$ cat src/rtl/display_pkg.sv
// display_pkg -- shared definitions for the serial display driver.
//   MAX7219 register addresses, driver FSM state type, and the power-up
//   init ROM used when DISPLAY_INIT_EN is defined.
package display_pkg;

  localparam logic [3:0] REG_NOOP      = 4'h0;
  localparam logic [3:0] REG_DIGIT0    = 4'h1;
  localparam logic [3:0] REG_DIGIT1    = 4'h2;
  localparam logic [3:0] REG_DIGIT2    = 4'h3;
  localparam logic [3:0] REG_DIGIT3    = 4'h4;
  localparam logic [3:0] REG_DIGIT4    = 4'h5;
  localparam logic [3:0] REG_DIGIT5    = 4'h6;
  localparam logic [3:0] REG_DIGIT6    = 4'h7;
  localparam logic [3:0] REG_DIGIT7    = 4'h8;
  localparam logic [3:0] REG_DECODE    = 4'h9;
  localparam logic [3:0] REG_INTENSITY = 4'hA;
  localparam logic [3:0] REG_SCANLIMIT = 4'hB;
  localparam logic [3:0] REG_SHUTDOWN  = 4'hC;
  localparam logic [3:0] REG_TEST      = 4'hF;

  typedef enum logic [1:0] {
    ST_IDLE,
    ST_SHIFT,
    ST_LATCH
  } state_e;

  localparam int unsigned INIT_LEN = 5;

  // Power-up sequence, sent in index order.
  function automatic logic [15:0] init_word(input logic [2:0] idx);
    logic [15:0] w;
    case (idx)
      3'd0:    w = {4'h0, REG_SHUTDOWN,  8'h01};
      3'd1:    w = {4'h0, REG_SCANLIMIT, 8'h05};
      3'd2:    w = {4'h0, REG_DECODE,    8'hFF};
      3'd3:    w = {4'h0, REG_INTENSITY, 8'h08};
      3'd4:    w = {4'h0, REG_TEST,      8'h00};
      default: w = {4'h0, REG_NOOP,      8'h00};
    endcase
    return w;
  endfunction

endpackage

$ cat src/rtl/serial_display_driver_if.sv
// serial_display_driver_if -- valid/ready word handshake into the driver.
//   word       : command word (addr[11:8], data[7:0])
//   word_valid : word is valid (master -> slave)
//   word_ready : slave accepts word this cycle (slave -> master)
interface serial_display_driver_if #(
  parameter int unsigned WORD_W = 16
);
  logic [WORD_W-1:0] word;
  logic              word_valid;
  logic              word_ready;

  modport master (output word, output word_valid, input word_ready);
  modport slave  (input word, input word_valid, output word_ready);
endinterface

$ cat src/rtl/serial_sck_gen.sv
// serial_sck_gen -- SCK generator for the serial display link.
//   clk_i, rst_ni : system clock, async active-low reset
//   run_i         : high while a frame is shifting; low parks sck at 0
//   sck_o         : shift clock, CLK_DIV cycles low then CLK_DIV cycles high
//   rise_o/fall_o : high in the cycle whose closing edge raises/lowers sck
module serial_sck_gen #(
  parameter int unsigned CLK_DIV = 2
) (
  input  logic clk_i,
  input  logic rst_ni,
  input  logic run_i,
  output logic sck_o,
  output logic rise_o,
  output logic fall_o
);

  localparam int unsigned CNT_W = (CLK_DIV > 1) ? $clog2(CLK_DIV) : 1;

  logic [CNT_W-1:0] cnt_q, cnt_d;
  logic             sck_q, sck_d;
  logic             last;

  assign last   = (cnt_q == CNT_W'(CLK_DIV - 1));
  assign rise_o = run_i && last && !sck_q;
  assign fall_o = run_i && last && sck_q;
  assign sck_o  = sck_q;

  always_comb begin
    cnt_d = cnt_q;
    sck_d = sck_q;
    if (!run_i) begin
      cnt_d = '0;
      sck_d = 1'b0;
    end else if (last) begin
      cnt_d = '0;
      sck_d = !sck_q;
    end else begin
      cnt_d = cnt_q + CNT_W'(1);
    end
  end

  always_ff @(posedge clk_i or negedge rst_ni) begin
    if (!rst_ni) begin
      cnt_q <= '0;
      sck_q <= 1'b0;
    end else begin
      cnt_q <= cnt_d;
      sck_q <= sck_d;
    end
  end

endmodule

$ cat src/rtl/serial_display_driver.sv
// serial_display_driver -- shifts MAX7219 command words MSB-first over a
// 3-wire link (LOAD, DOUT, SCK).
//   i_clk, i_reset_n : system clock, async active-low reset
//   i_en             : low blocks acceptance of new words (frames in flight finish)
//   word_if          : slave side of the word valid/ready handshake
//   o_busy           : frame or init sequence in progress
//   o_serial_dout    : serial data, changes on SCK falling edges
//   o_serial_clk     : SCK, f(i_clk)/(2*CLK_DIV)
//   o_serial_load    : LOAD/CS, low while shifting, high CLK_DIV cycles after
// Frame: SHIFT for 2*CLK_DIV*WORD_W cycles, LATCH for CLK_DIV cycles.
// Optional: define DISPLAY_INIT_EN to auto-send the package init ROM after
// reset release; the handshake stays closed until that sequence ends.
module serial_display_driver
  import display_pkg::*;
#(
  parameter int unsigned CLK_DIV = 2,
  parameter int unsigned WORD_W  = 16
) (
  input  logic                     i_clk,
  input  logic                     i_reset_n,
  input  logic                     i_en,
  serial_display_driver_if.slave   word_if,
  output logic                     o_busy,
  output logic                     o_serial_dout,
  output logic                     o_serial_clk,
  output logic                     o_serial_load
);

  localparam int unsigned HOLD_W = (CLK_DIV > 1) ? $clog2(CLK_DIV) : 1;
  localparam int unsigned BIT_W  = $clog2(WORD_W + 1);

  state_e             state_q, state_d;
  logic [WORD_W-1:0]  shreg_q, shreg_d;
  logic [BIT_W-1:0]   bit_cnt_q, bit_cnt_d;
  logic [HOLD_W-1:0]  hold_q, hold_d;
  logic               load_q, load_d;
  logic               sck_rise, sck_fall;
  logic               ready;
  logic               init_busy;

`ifdef DISPLAY_INIT_EN
  logic               init_pend_q, init_pend_d;
  logic [2:0]         init_idx_q, init_idx_d;

  assign init_busy = init_pend_q;

  always_ff @(posedge i_clk or negedge i_reset_n) begin
    if (!i_reset_n) begin
      init_pend_q <= 1'b1;
      init_idx_q  <= '0;
    end else begin
      init_pend_q <= init_pend_d;
      init_idx_q  <= init_idx_d;
    end
  end
`else
  assign init_busy = 1'b0;
`endif

  serial_sck_gen #(
    .CLK_DIV (CLK_DIV)
  ) u_sck (
    .clk_i  (i_clk),
    .rst_ni (i_reset_n),
    .run_i  (state_q == ST_SHIFT),
    .sck_o  (o_serial_clk),
    .rise_o (sck_rise),
    .fall_o (sck_fall)
  );

  assign ready              = (state_q == ST_IDLE) && i_en && !init_busy;
  assign word_if.word_ready = ready;
  assign o_busy             = (state_q != ST_IDLE) || init_busy;
  assign o_serial_dout      = shreg_q[WORD_W-1];
  assign o_serial_load      = load_q;

  always_comb begin
    state_d   = state_q;
    shreg_d   = shreg_q;
    bit_cnt_d = bit_cnt_q;
    hold_d    = hold_q;
    load_d    = load_q;
`ifdef DISPLAY_INIT_EN
    init_pend_d = init_pend_q;
    init_idx_d  = init_idx_q;
`endif
    case (state_q)
      ST_IDLE: begin
`ifdef DISPLAY_INIT_EN
        if (init_pend_q) begin
          state_d    = ST_SHIFT;
          shreg_d    = WORD_W'(init_word(init_idx_q));
          bit_cnt_d  = '0;
          load_d     = 1'b0;
          init_idx_d = init_idx_q + 3'd1;
          if (init_idx_q == 3'(INIT_LEN - 1)) init_pend_d = 1'b0;
        end else
`endif
        if (word_if.word_valid && ready) begin
          state_d   = ST_SHIFT;
          shreg_d   = word_if.word;
          bit_cnt_d = '0;
          load_d    = 1'b0;
        end
      end
      ST_SHIFT: begin
        // Bits are counted as the display samples them (rising edge); the
        // falling edge after the last sample ends the frame instead of shifting.
        if (sck_rise) bit_cnt_d = bit_cnt_q + BIT_W'(1);
        if (sck_fall) begin
          if (bit_cnt_q == BIT_W'(WORD_W)) begin
            state_d = ST_LATCH;
            load_d  = 1'b1;
            hold_d  = '0;
          end else begin
            shreg_d = {shreg_q[WORD_W-2:0], 1'b0};
          end
        end
      end
      ST_LATCH: begin
        if (hold_q == HOLD_W'(CLK_DIV - 1)) state_d = ST_IDLE;
        else                                hold_d  = hold_q + HOLD_W'(1);
      end
      default: state_d = ST_IDLE;
    endcase
  end

  always_ff @(posedge i_clk or negedge i_reset_n) begin
    if (!i_reset_n) begin
      state_q   <= ST_IDLE;
      shreg_q   <= '0;
      bit_cnt_q <= '0;
      hold_q    <= '0;
      load_q    <= 1'b1;
    end else begin
      state_q   <= state_d;
      shreg_q   <= shreg_d;
      bit_cnt_q <= bit_cnt_d;
      hold_q    <= hold_d;
      load_q    <= load_d;
    end
  end

endmodule

$ cat src/flat_wrapper.sv
// flat-port wrapper written by rule: the top's interface ports become plain ports
module serial_display_driver_flat import display_pkg::*;
#(
  parameter int unsigned CLK_DIV = 2,
  parameter int unsigned WORD_W  = 16
)
  (i_clk, i_reset_n, i_en, o_busy, o_serial_dout, o_serial_clk, o_serial_load, word_if_word, word_if_word_valid, word_if_word_ready);
  serial_display_driver_if #(.WORD_W(WORD_W)) word_if_i ();
  input  logic i_clk;
  input  logic i_reset_n;
  input  logic i_en;
  output logic o_busy;
  output logic o_serial_dout;
  output logic o_serial_clk;
  output logic o_serial_load;
  input wire logic [$bits(word_if_i.word)-1:0] word_if_word;
  input wire logic [$bits(word_if_i.word_valid)-1:0] word_if_word_valid;
  output wire logic [$bits(word_if_i.word_ready)-1:0] word_if_word_ready;
  assign word_if_i.word = word_if_word;
  assign word_if_i.word_valid = word_if_word_valid;
  assign word_if_word_ready = word_if_i.word_ready;
  serial_display_driver #(.CLK_DIV(CLK_DIV), .WORD_W(WORD_W)) u_core (.i_clk(i_clk), .i_reset_n(i_reset_n), .i_en(i_en), .word_if(word_if_i), .o_busy(o_busy), .o_serial_dout(o_serial_dout), .o_serial_clk(o_serial_clk), .o_serial_load(o_serial_load));
endmodule
$ cat config.mk
export PLATFORM = sky130hd
export DESIGN_NAME = serial_display_driver_flat
export DESIGN_NICKNAME = d
export VERILOG_FILES = /design/src/rtl/display_pkg.sv /design/src/rtl/serial_display_driver_if.sv /design/src/rtl/serial_sck_gen.sv /design/src/rtl/serial_display_driver.sv /design/src/flat_wrapper.sv
export SDC_FILE = /design/constraint.sdc
export NUM_CORES = 1
export LEC_CHECK = 0
export BUFFER_PORTS_ARGS = -buffer_cell sky130_fd_sc_hd__buf_4
export CORE_MARGIN = 5
export CORE_UTILIZATION = 45
export CTS_CLUSTER_DIAMETER = 120
export CTS_CLUSTER_SIZE = 40
export DETAILED_ROUTE_END_ITERATION = 10
export PLACE_DENSITY = 0.75
export SLEW_MARGIN = 20
export SYNTH_ARGS = -nofsm -noshare
export SYNTH_HDL_FRONTEND = slang
export SYNTH_SLANG_ARGS = --single-unit
$ cat constraint.sdc
create_clock -name i_clk -period 2.2 [get_ports i_clk]
set_input_delay 0 -clock i_clk [delete_from_list [all_inputs] [get_ports i_clk]]
set_output_delay 0 -clock i_clk [all_outputs]
set_load 0.01 [all_outputs]
======== Yosys cells after proc, flatten, opt, wreduce, memory -nomap -nowiden ========
Index checks and enable logic that the tools add are counted.
storage, ports and cells
  latch bits .............................. 0
  ROM bits ................................ 0
  memories ................................ 0
  bits in writable memories ............... 0
  word-level logic and storage cells ...... 59
  register bits ........................... 27
  output and inout bits ................... 5
cells by class
  magnitude comparators ................... 0
  eq/ne operators ......................... 10
  bitwise logic cells ..................... 0
  $mul .................................... 0
  shift-type cells ........................ 0
  add/sub/neg operators ................... 3
  divide/modulo/power cells ............... 0
  reductions and logical operators ........ 15
  muxes and demuxes ....................... 24
operators with widths
  operator             count
  $mux 16              3
  $pmux 16 s2          1
  $reduce_and 4->1     3
  $mux 1               10
  $mux 5               2
  $ne 2x1->1 const B   5
  $pmux 5 s2           1
  $mux 2               4
  $pmux 2 s3           1
  $reduce_and 3->1     2
  $reduce_bool 2->1    3
  $add 5x1->5 const B  1
  $eq 5x5->1 const B   1
  $logic_and 1x1->1    5
  $ne 2x2->1 const B   2
  $pmux 1 s2           2
  $add 1x1->1 const B  2
  $eq 2x1->1 const B   1
  $eq 2x2->1 const B   1
  $logic_not 2->1      1
  $logic_not 1->1      1

======== Longest topological paths before layout ========
  depth in word-level cells ............... 5
  gate-level depth with buffers ........... 7

======== Cells and area by module ========
From an unflattened synthesis, not the netlist that was laid out.
second synthesis, totals
  cells, all modules ...................... 112
  area total of the unflattened synthesis .. 1463.9 µm²
modules (own cells, without submodules)
  module                 cells each  area an instance (µm²)  seq. area each (µm²)  instances
  serial_display_driver  104         1375.1                  626.9                 1
  serial_sck_gen         8           88.8                    50.0                  1

======== Least setup slack after synthesis ========
OpenSTA, ideal clock, no wires.
  path type ............................... register to register
  start ................................... reg u_core.bit_cnt_q[0]
  end ..................................... reg u_core.shreg_q[10]
  period minus slack after synthesis ...... 1.677 ns
  stages on the path, launching flop included .. 8
  buffers on the path ..................... 2
  slack ................................... 0.523 ns
  arrival ................................. 1.552 ns
  cells stage by stage .................... dfrtp_1 > inv_1 > ha_1 > nand4bb_1 > a41o_1 > buf_6 > buf_8 > mux2_4
between the ends
  word-level cells in the longest chain between the ends .. 3
ends and longest elaborated chain
  item                               RTL line                      source
  from (decl)                        serial_display_driver.sv:34   logic [BIT_W-1:0] bit_cnt_q, bit_cnt_d;
  from (signal assigned)             serial_display_driver.sv:138  bit_cnt_q <= bit_cnt_d;
  $eq 5x5->1                         serial_display_driver.sv:111  if (bit_cnt_q == BIT_W'(WORD_W)) begin
  $ne 2x2->1 (no source line)        n/a
  $reduce_and 4->1 (no source line)  n/a
  to (signal assigned)               serial_display_driver.sv:137  shreg_q <= shreg_d;
  to (decl)                          serial_display_driver.sv:33   logic [WORD_W-1:0] shreg_q, shreg_d;
Every way passes these cells.
A chain may end at the register's enable or synchronous reset.

======== Final worst setup path ========
  start ................................... reg u_core.bit_cnt_q[1]
  end ..................................... reg u_core.shreg_q[12]
The elaborated chain is that of the path after synthesis.

==> results by group <==
Pwr
  • Total power: 0.0007558 W
  • Seq pwr share: 65.9%
  • Peak VDD IR: 0.2659 mV
  • P_int: 0.0005971 W
  • Clk pwr share: 27.7%
  • Comb pwr share: 6.4%
  • Net Sw Frac: 21.00%
  • Net switching power: 0.0001587 W
  • P_leak: 0.8450 nW
  • Pwr per Cell Area: 442.9 mW/mm^2

Floorplanning
  • Row count: 20
  • Die Ht: 65.58 um
  • Initial Utilization: 46.29%
  • Die X: 65.58 um
  • Die area: 0.004301 sq mm
  • I/O pin cnt: 25
  • Core area: 0.003003 sq mm

GRT
  • Initial antenna violation count: 0
  • Largest net degree at the start of global routing: 28
  • Total GRT Usage: 12.54%
  • Number of global-route vias before repair: 941
  • Global-route wire length before repair: 4229 um
  • Gr ovfl total: 0

Logic synthesis
  • Post-Syn Nets: 127
  • Mapped Cells: 105
  • Area leader, netlist: dfrtp_1
  • Synthesis warning total: 0
  • Async SR Flop Fraction: 100.0%
  • Seq/Total Area, Yosys: 48.69%
  • Post-synth top area share: 46.80%
  • Most used flip-flop cell after synthesis: dfrtp_1
  • Commonest cells in the netlist: 26 x dfrtp_1, 19 x mux2_1, 9 x mux2_4, 5 x nand2_1
  • Cell Area, Synth: 0.001390 sq mm
  • Top cells by area, synth: dfrtp_1 47%, mux2_1 15%, mux2_4 9.7%
  • Count leader, synth: dfrtp_1
  • #FFs+latches synth: 27
  • Post-synth EDFFs: 0
  • Post-synth cell types: 34
  • Mean post-synth cell area: 13.24 sq um

STA
  • Worst clock skew: 0.01022 ns
  • Final Hold Viols: 0
  • Fmax: 572.1 MHz
  • Final Setup Violations: 0
  • Total negative slack: 0 ns
  • Worst slew margin: 77.52%
  • Worst Tran Pin Value: 0.3372 ns
  • Unrepaired setup endpoints after global routing: no
  • Period Utilization, post-route: 79.46%
  • Pins over their slew limit: 0
  • Post-route minimum period: 1.748 ns

Setup path
  • Critical path depth: 6
  • RR Endpoint: u_core.shreg_q[12]
  • CP Launch Point: u_core.bit_cnt_q[1]
  • R2r startpoint: u_core.bit_cnt_q[1]
  • Critical Path Fanout Max: 16
  • Worst R2R Setup Slack: 0.45 ns
  • Worst R2R Path Depth: 6
  • Number of buffers and inverters on the critical path: 2
  • Crit-path slowest cell: dfrtp_1
  • CP Class: flip-flop to flip-flop
  • Crit-path max cell delay: 0.43 ns
  • CP Launch Type: flip-flop
  • Crit path DAT: 1.97 ns
  • Worst path required time: 2.42 ns
  • CP Capture Type: flip-flop
  • CP Cell Sequence: inv_1 > ha_1 > nand4bb_1 > a41o_1 > buf_4 > mux2_1
  • Cell family with most CP delay: flip-flops
  • Capture point of the worst path: u_core.shreg_q[12]

Final layout
  • Synthesis-to-finish area growth: 22.77%
  • Finished Core Util: 56.83%
  • Design area: 0.001707 sq mm
  • Ant diodes: 0
  • Share of layout cells above drive strength 1: 33.57%
  • Nets@finish: 163
  • Non-filler instance count after layout: 173

Routing
  • DR vias: 899
  • Drt first pass iters: 3
  • Post-route ant nets: 0
  • Iteration-0 DRC Markers: 26
  • Wirelength, routed: 2495 um
  • Routed WL per cell: 14.42 um
  • Vias per cell: 5.197
  • Number of remaining DRC errors: 0

CTS
  • Cts repair resizes: 0
  • Clock sinks: 27
  • Num CTS Buffers: 3
  • Clk Latency, worst-skew pair: 0.32 ns
  • CTS tree: done
  • Clock-pin slew of the registers on the worst-case setup and hold paths: 0.15 ns
  • H-tree levels: 1
  • Clock Path Buffers: 2
  • Root Driver: clkbuf_4

Place
  • Dpl cells: 161
  • Port Buf Inserts: 24
  • GP Congestion: 0.7480
  • Cell Area, Placed: 0.001599 sq mm
  • Post-DP HPWL: 1803 um

Run status
  • Status: complete, no violations

Flow run
  • Max_cap viols: 0

Min path
  • Hold Path Class: input port to flip-flop
cell families (layout without fill, tap and decap cells):
logic type / Yosys count / in the layout / synth area share (%)
fa+ha+maj: 2 / 2 / 1.800
simple gates: 24 / 24 / 10.80
buf+inv: 7 / 42 / 3.329
mux: 33 / 33 / 28.98
compound gates: 11 / 11 / 5.760
xor+xnor: 1 / 1 / 0.6302
flops: 27 / 27 / 48.69
repair_timing:
item / 4_1_cts / 5_1_grt
hold endpoints to repair: 31 / 4
setup endpoints to repair: 0 / 0
buffers inserted: 0 / 0
hold buffers: 4 / 4
final cells by class:
cell class | instances | area [sq um]
clock buffers | 3 | 22.52
clock inverters | 1 | 5.005
fillers | 258 | 1296
inverters | 3 | 11.26
multi-input cells | 71 | 666.9
flip-flops and latches | 27 | 676.9
well taps | 33 | 41.29
repair buffers | 35 | 282.8
layout by cell type, fill, tap and decap left out:
cell / instances
nand3_1: 2
clkbuf_4: 3
a21oi_1: 1
and4bb_2: 1
o31ai_1: 2
or2_1: 1
o21ai_0: 1
a41o_1: 1
ha_1: 2
nand4bb_1: 1
nor2b_1: 2
dlygate4sd3_1: 8
mux2_2: 3
o21ai_1: 1
o21a_1: 1
mux2_1: 19
nand2_1: 5
o2bb2ai_1: 2
xnor2_1: 1
mux2_4: 9
o22ai_1: 1
mux2i_1: 2
inv_1: 3
a22o_1: 1
nor2_1: 4
nor3_1: 1
buf_4: 27
nor3b_1: 4
dfrtp_1: 26
and4bb_4: 1
nand2b_1: 1
or2_2: 1
clkinv_2: 1
dfstp_2: 1
worst min-delay path by stage:
stage | start | end | cells after the start
floorplan | i_reset_n | u_core.bit_cnt_q[0] | 0
global placement | i_reset_n | u_core.shreg_q[14] | 1
detailed placement | i_reset_n | u_core.shreg_q[14] | 1
CTS | word_if_word[13] | u_core.shreg_q[13] | 3
global route | word_if_word[8] | u_core.shreg_q[8] | 3
finish | word_if_word[11] | u_core.shreg_q[11] | 3
tightest hold or removal path, cell delays in order:
cell and delay (ns):
buf_4 0.08, mux2_1 0.12, mux2_1 0.12
power groups by stage:
stage	logic [W]	clock network [W]	registers, W
6_report	0.0000483	0.000210	0.000498
3_5_place_dp	0.0000383	0	0.000507
3_3_place_gp	0.0000376	0	0.000507
5_1_grt	0.0000543	0.000242	0.000498
2_1_floorplan	0.00000183	0	0.000507
4_1_cts	0.0000438	0.000222	0.000498
per-stage QoR:
step	hold WS [ns]	setup WS, ns
floorplan	-0.2956	0.5232
global placement	-0.07127	0.4685
detailed placement	-0.06676	0.4568
CTS	0.0001219	0.4448
global route	0.004813	0.3215
finish	0.01928	0.4519
flip-flops by register name, indices dropped and copies added (netlist names):
register and flops:
u_core.hold_q 1, u_core.u_sck.cnt_q 1, u_core.shreg_q 16, u_core.state_q 2, u_core.o_serial_load 1, u_core.u_sck.sck_o 1
u_core.bit_cnt_q 5
per-layer routing:
layer	track usage (%)	share of wire, %	up-vias
met5	0	0	-
met4	3.109	0.56	0
met3	2.393	3.2	2
met2	21.24	51	10
met1	16.45	46	440
li1	-	-	447
Note: power is estimated with default switching activity, not from simulation.
